**config.mk**
```make
export PLATFORM = sky130hd
export DESIGN_NAME = core_arbiter
export DESIGN_NICKNAME = d
export VERILOG_FILES = /design/src/rtl/core_arbiter.sv
export SDC_FILE = /design/constraint.sdc
export NUM_CORES = 1
export LEC_CHECK = 0
export ABC_CLOCK_PERIOD_IN_PS = 2490
export CORE_AREA = 8 8 117 119
export DETAILED_ROUTE_END_ITERATION = 12
export DIE_AREA = 0 0 125 127
export PLACE_DENSITY = 0.66
export REMOVE_ABC_BUFFERS = 1
export SLEW_MARGIN = 15
export SYNTH_ARGS = -nofsm -noshare
export SYNTH_HDL_FRONTEND = slang
export SYNTH_SLANG_ARGS = --single-unit
export TNS_END_PERCENT = 50
```
**constraint.sdc**
```tcl
create_clock -name clk -period 2.49 [get_ports clk]
set_input_delay 0.3735 -clock clk [delete_from_list [all_inputs] [get_ports clk]]
set_output_delay 0.3735 -clock clk [all_outputs]
set_load 0.05 [all_outputs]
```
**src/rtl/core_arbiter.sv**
```systemverilog
// core_arbiter: round-robin 2:1 arbiter with request locking that shares one
// downstream core_if slave between two core_if masters. An ID FIFO records
// which master owns each outstanding transaction so that the in-order
// responses are routed back to the master that issued them.
module core_arbiter #(
    parameter int MAX_OUTSTANDING = 2
) (
    input  logic        clk,
    input  logic        rst,
    // requester 0
    input  logic        m0_req,
    output logic        m0_gnt,
    input  logic        m0_we,
    input  logic [3:0]  m0_be,
    input  logic [31:0] m0_addr,
    input  logic [31:0] m0_wdata,
    output logic        m0_rvalid,
    output logic [31:0] m0_rdata,
    output logic        m0_err,
    // requester 1
    input  logic        m1_req,
    output logic        m1_gnt,
    input  logic        m1_we,
    input  logic [3:0]  m1_be,
    input  logic [31:0] m1_addr,
    input  logic [31:0] m1_wdata,
    output logic        m1_rvalid,
    output logic [31:0] m1_rdata,
    output logic        m1_err,
    // shared slave
    output logic        s_req,
    input  logic        s_gnt,
    output logic        s_we,
    output logic [3:0]  s_be,
    output logic [31:0] s_addr,
    output logic [31:0] s_wdata,
    input  logic        s_rvalid,
    input  logic [31:0] s_rdata,
    input  logic        s_err,
    // response arrived with nothing outstanding
    output logic        resp_err
);

    localparam int CW = $clog2(MAX_OUTSTANDING + 1);
    localparam int PW = (MAX_OUTSTANDING > 1) ? $clog2(MAX_OUTSTANDING) : 1;
    localparam logic [CW-1:0] CNT_MAX  = CW'(MAX_OUTSTANDING);
    localparam logic [PW-1:0] PTR_LAST = PW'(MAX_OUTSTANDING - 1);

    // FIFO pointer advance, wrapping modulo the FIFO depth
    function automatic logic [PW-1:0] ptr_next(input logic [PW-1:0] p);
        if (p == PTR_LAST) begin
            return {PW{1'b0}};
        end else begin
            return p + PW'(1);
        end
    endfunction

    logic          lock_r;
    logic          lock_id_r;
    logic          last_r;
    logic          fifo_r [MAX_OUTSTANDING];
    logic [PW-1:0] wr_ptr_r;
    logic [PW-1:0] rd_ptr_r;
    logic [CW-1:0] cnt_r;
    logic          rst_q_r;

    logic          sel_s;
    logic          sel_req_s;
    logic          full_s;
    logic          empty_s;
    logic          hold_s;
    logic          accept_s;
    logic          pop_s;
    logic          head_s;

    // Pick the master to forward: locked owner, single requester, or the one not served last
    always_comb begin
        sel_s = last_r;
        if (lock_r) begin
            sel_s = lock_id_r;
        end else if (m0_req && m1_req) begin
            sel_s = ~last_r;
        end else if (m0_req) begin
            sel_s = 1'b0;
        end else if (m1_req) begin
            sel_s = 1'b1;
        end else begin
            sel_s = last_r;
        end
    end

    // Forward the selected request, route grant and responses; outputs are
    // quiet in the reset cycle and the cycle right after it
    always_comb begin
        hold_s    = rst | rst_q_r;
        full_s    = (cnt_r == CNT_MAX);
        empty_s   = (cnt_r == {CW{1'b0}});
        sel_req_s = sel_s ? m1_req : m0_req;
        s_req     = sel_req_s & ~full_s & ~hold_s;
        s_we      = sel_s ? m1_we    : m0_we;
        s_be      = sel_s ? m1_be    : m0_be;
        s_addr    = sel_s ? m1_addr  : m0_addr;
        s_wdata   = sel_s ? m1_wdata : m0_wdata;
        accept_s  = s_req & s_gnt;
        m0_gnt    = accept_s & ~sel_s;
        m1_gnt    = accept_s & sel_s;
        head_s    = fifo_r[rd_ptr_r];
        pop_s     = s_rvalid & ~empty_s & ~hold_s;
        m0_rvalid = pop_s & ~head_s;
        m1_rvalid = pop_s & head_s;
        m0_err    = pop_s & ~head_s & s_err;
        m1_err    = pop_s & head_s & s_err;
        m0_rdata  = s_rdata;
        m1_rdata  = s_rdata;
        resp_err  = s_rvalid & empty_s & ~hold_s;
    end

    // Delayed reset marker used to keep outputs quiet one cycle after reset
    always_ff @(posedge clk) begin
        rst_q_r <= rst;
    end

    // Arbitration state, lock, ID FIFO and outstanding counter
    always_ff @(posedge clk) begin
        if (rst) begin
            lock_r    <= 1'b0;
            lock_id_r <= 1'b0;
            last_r    <= 1'b1;
            wr_ptr_r  <= {PW{1'b0}};
            rd_ptr_r  <= {PW{1'b0}};
            cnt_r     <= {CW{1'b0}};
            for (int i = 0; i < MAX_OUTSTANDING; i++) begin
                fifo_r[i] <= 1'b0;
            end
        end else begin
            if (accept_s) begin
                fifo_r[wr_ptr_r] <= sel_s;
                wr_ptr_r         <= ptr_next(wr_ptr_r);
                last_r           <= sel_s;
                lock_r           <= 1'b0;
            end else if (s_req && !lock_r) begin
                lock_r    <= 1'b1;
                lock_id_r <= sel_s;
            end else begin
                lock_r <= lock_r;
            end
            if (pop_s) begin
                rd_ptr_r <= ptr_next(rd_ptr_r);
            end else begin
                rd_ptr_r <= rd_ptr_r;
            end
            case ({accept_s, pop_s})
                2'b10:   cnt_r <= cnt_r + CW'(1);
                2'b01:   cnt_r <= cnt_r - CW'(1);
                default: cnt_r <= cnt_r;
            endcase
        end
    end

endmodule

```
Yosys cells after proc, flatten, opt, wreduce, memory -nomap -nowiden
Memories as Yosys holds them, arrays and structs flattened. A register that Yosys moved wholly into a read port is not among the register bits.
Cells that the tools add are included.
- reductions and logical operators: 8
- add/sub/neg operators: 4
- mux-type cells: 22
- bitwise gates (word level): 21
- eq/ne operators: 3
- operator list (cell ; number):
    two-way mux 32 bit ; 2
    two-way mux 1 bit ; 18
    AND 1 bit ; 13
    inverter 1 bit ; 7
    == test 2 bit, second input constant ; 2
    two-way mux 4 bit ; 1
    one-hot mux 2 bit (2 select lines) ; 1
    adder 1 bit, second input constant ; 2
    adder 2 x 1 -> 2 bit, second input constant ; 1
    == test 2 x 1 -> 1 bit, second input constant ; 1
    logical AND 1 bit ; 2
    logical NOT 2 bit ; 1
    AND reduction 2 bit ; 1
    nonzero test 2 bit ; 1
    OR reduction 2 bit ; 1
    subtractor 2 x 1 -> 2 bit, second input constant ; 1
    logical NOT 1 bit ; 1
    bitwise OR 1 bit ; 1
    OR reduction 1 bit ; 1
- input port bits: 177
- register bits: 8
- memories kept: 1
- output and inout port bits: 141
- RAM bits: 2
- logic and storage cells: 66
- memory list (name ; depth ; bits a word ; read ports ; clocked after Yosys merged registers in ; wr ports ; RTL line ; source):
    fifo_r ; 2 ; 1 ; 1 ; 1 ; 2 ; 61 ; logic fifo_r [MAX_OUTSTANDING];

Depth between registers and ports, before layout
- depth in word-level cells: 13
- gate-level depth with buffers: 8
- gate-level depth less buffers: 8

Least setup slack after synthesis
OpenSTA, ideal clock, no wires.
- path kind: input-to-output
- from: in rst
- to: out m1_err
- arrival: 2.550 ns
- path slack: -0.433 ns
- stages on the path: 3
- path buffers: 0
- data required time: 2.117 ns
- cell sequence: or3b_2 -> nor3_1 -> and2_1
- cells in the longest elaborated chain, start to end: 5
- ends and longest elaborated chain (item ; RTL line ; source):
    from (decl) ; 9 ; input logic rst,
    bitwise OR 1 bit ; 95 ; hold_s = rst | rst_q_r;
    inverter 1 bit ; 108 ; pop_s = s_rvalid & ~empty_s & ~hold_s;
    AND 1 bit ; 108 ;
    AND 1 bit ; - ;
    named net m1_rvalid ; 27 ; output logic m1_rvalid,
    AND 1 bit ; 112 ; m1_err = pop_s & head_s & s_err;
    to (decl) ; 29 ; output logic m1_err,
The timed path passes the listed nets, and every way through them passes these cells.

Worst setup path in the final report
- from: in m0_req
- to: out s_wdata[2]
- cells in the longest elaborated chain, start to end: 4
- ends and longest elaborated chain (item ; RTL line ; source):
    from (decl) ; 11 ; input logic m0_req,
    two-way mux 1 bit or logical AND 1 bit (tied branches) ; 83, 81 ;
    two-way mux 1 bit * ; 81 ; end else if (m0_req && m1_req) begin
    two-way mux 1 bit * ; 79 ; if (lock_r) begin
    two-way mux 32 bit * ; 103 ; s_wdata = sel_s ? m1_wdata : m0_wdata;
    to (decl) ; 36 ; output logic [31:0] s_wdata,
Mark *: on every way between the ends. The rest lies on a longest branch, timed or not.

==> results.sh <==
export IMPL_dieArea_um2=15900
export IMPL_cts_root_buf="clkbuf_16"
export IMPL_drt_initial_drc_count=77
export IMPL_ff2ff_setup_slack_ns=0.51
export IMPL_ir_worst_vdd_v=0.000183
export IMPL_cts_tree="yes"
export IMPL_drcViolationCount=0
export IMPL_gp_congestion=0.767
export IMPL_antenna_found_initial=0
export IMPL_wirelength_mm=13.4
export IMPL_yosysTopAreaCell="mux2_2"
export IMPL_finClkSkew_ns=0.00250
export IMPL_seq_area_frac_synth_pct=12.8
export IMPL_via_per_inst=4.15
export IMPL_initial_utilization_pct=15.9
export IMPL_hold_viol_final=0
export IMPL_required_ns=2.12
export IMPL_critPathMaxFanout=6
export IMPL_io_buffers=221
export IMPL_fin_crit_ns=2.44
export IMPL_multi_input_area_um2=1120
export IMPL_syn_avg_cell_area_um2=9.40
export IMPL_grt_pass1_wl_mm=18.7
export IMPL_pin_count=318
export IMPL_ys_warn_count=0
export IMPL_arrival_ns=2.07
export IMPL_reg2reg_to="cnt_r[1]"
export IMPL_core_area_um2=11800
export IMPL_synth_cells=200
export IMPL_crit_path_end_kind="output port"
export IMPL_drive_gt1_share_pct=49.2
export IMPL_status="finished, final reports clean"
export IMPL_firstDrtPassIters=4
export IMPL_cap_violations=0
export IMPL_whs_path_depth=2
export IMPL_rr_startpoint="cnt_r[0]"
export IMPL_die_h_um=127
export IMPL_slew_headroom_pct=77.3
export IMPL_grt_total_usage_pct=16.1
export IMPL_area_growth_pct=128
export IMPL_critPathKind="primary input to output port"
export IMPL_clkLatencyLatePin_ns=0.24
export IMPL_power_mw=1.97
export IMPL_slew_viol_final=0
export IMPL_die_x_um=125
export IMPL_clk_pin_slew_worst_paths_ns=0.04
export IMPL_synth_common_cells="mux2_2, buf_4, dfxtp_1, nor2_1, buf_2"
export IMPL_synth_edff_count=2
export IMPL_rsz0062_at_grt="true"
export IMPL_synthArstFlopShare_pct=0
export IMPL_hp_start="rd_ptr_r"
export IMPL_vias=2156
export IMPL_synth_cell_types=32
export IMPL_start_kind="primary input"
export IMPL_clockBufferDepth=2
export IMPL_fmax_mhz=410
export IMPL_finalSetupViolCount=0
export IMPL_grt_pass1_vias=2661
export IMPL_synthFlopType="dfxtp_1"
export IMPL_ys_seq_elements=11
export IMPL_synthTopCellsByArea="mux2_2, buf_4, dfxtp_1"
export IMPL_finalSetupTns_ns=0
export IMPL_period_share_pct=98.0
export IMPL_power_leakage_nw=1.74
export IMPL_h_tree_depth=1
export IMPL_numCtsBuffers=3
export IMPL_synth_top_area_share_pct=41.3
export IMPL_hpwl_mm=11.8
export IMPL_syn_area_um2=1880
export IMPL_yosysMostFrequentCell="mux2_2"
export IMPL_min_path_type="flip-flop to flip-flop"
export IMPL_n_antenna_cell=0
export IMPL_overflow=0
export IMPL_n_fill_cell=1217
export IMPL_tightest_slew_ns=0.338
export IMPL_ant_nets=0
export IMPL_fin_nets=551
export IMPL_seq_area_um2=240
export IMPL_fp_row_count=40
export IMPL_clock_sinks=11
export IMPL_wire_per_inst_um=25.7
export IMPL_reg2regPathDepth=7
export IMPL_grt_max_degree=16
export IMPL_power_density_nw_per_um2=458
## power by group
part	switching, mW	internal (mW)
logic	0.765	0.706
registers	0.00984	0.191
clock network	0.0780	0.215
## metrics by stage
| stage | hold slack, ns | setup slack, ns | utilization, % | std cells | area (um2) |
|---|---|---|---|---|---|
| after floorplan | 0.401 | -4.98 | - | 127 | 1350 |
| after global placement | 0.479 | -0.121 | 31.9 | 506 | 3770 |
| after detailed placement | 0.506 | -0.119 | 31.9 | 506 | 3770 |
| after CTS | 0.520 | -0.00760 | 36.1 | 518 | 4260 |
| after global routing | 0.551 | -0.00274 | 36.3 | 519 | 4290 |
| final | 0.516 | 0.0509 | 36.3 | 519 | 4290 |
## state kept, by name (all words and copies together), names as in the netlist, named ones only
| signal | flops |
|---|---|
| wr_ptr_r | 1 |
| cnt_r | 2 |
| rst_q_r | 1 |
| last_r | 1 |
| lock_r | 1 |
| rd_ptr_r | 1 |
| fifo_r | 2 |
| lock_id_r | 1 |
## layout make-up
type / instances / area share [%]
clock buffer: 4 / 1.84
inverter: 2 / 0.233
multi-input combinational: 114 / 26.2
sequential: 11 / 5.60
tap: 147 / 4.29
timing repair buffer: 241 / 61.8
## worst max-delay path by stage
stage | from | to | slack, ns | cells past startpoint
after detailed placement | m0_req | s_wdata[21] | -0.12 | 7
final | m0_req | s_wdata[2] | 0.05 | 9
after CTS | m0_req | s_wdata[7] | -0.008 | 9
after floorplan | m0_req | m0_gnt | -4.98 | 4
after global placement | m0_req | s_wdata[12] | -0.12 | 7
after global routing | m0_req | s_wdata[16] | -0.003 | 8
## timing repair
| item | CTS | global route |
|---|---|---|
| pin swaps | 1 | 1 |
| resized for setup | 70 | 3 |
| buffers inserted | 4 | 0 |
| gates cloned | 4 | 1 |
| setup endpoints to repair | 68 | 51 |
| hold buffers | 0 | 0 |
## critical path: stages
cell and delay, ns:
clkdlybuf4s50_1 0.43, nand2_1 0.09, o21ai_2 0.07, o21ai_4 0.17, buf_12 0.13, buf_4 0.11, buf_8 0.11, mux2_2 0.39
buf_6 0.17
## per-layer routing
metal  routed length, um  share of wire [%]  up-vias  GRT usage (%)
met2                5430                 41      199           23.3
li1                    -                  -      970              -
met1                5510                 41      972           18.5
met3                2170                 16       13           11.6
met5                  88               0.66        -           5.21
met4                 162                1.2        2           3.01
## cells in the final DEF, fill, tap and decap left out, types with 2 or more instances in the layout
cell,count
dfxtp_1,9
and2_1,2
nor3_1,3
mux2_4,5
buf_8,4
clkbuf_16,4
clkdlybuf4s50_1,144
and2_2,2
edfxtp_1,2
buf_12,12
mux2i_1,4
buf_16,3
mux2_2,65
nand2b_1,2
nor2_1,8
nand2_1,4
buf_4,23
xnor2_1,2
buf_6,53
## kinds of logic (layout without fill, tap and decap cells)
kind of cell / Yosys count / count (layout) / synth area share (%)
multiplexers: 74 / 74 / 44.3
adder cells (fa/ha/maj): 1 / 1 / 0.666
buffers and inverters: 75 / 247 / 29.0
AO/OA/AOI/OAI: 7 / 7 / 3.40
AND/OR/NAND/NOR: 29 / 29 / 8.52
XOR/XNOR: 3 / 3 / 1.40
flip-flops: 11 / 11 / 12.8
Power figures use the tool's default switching activity.
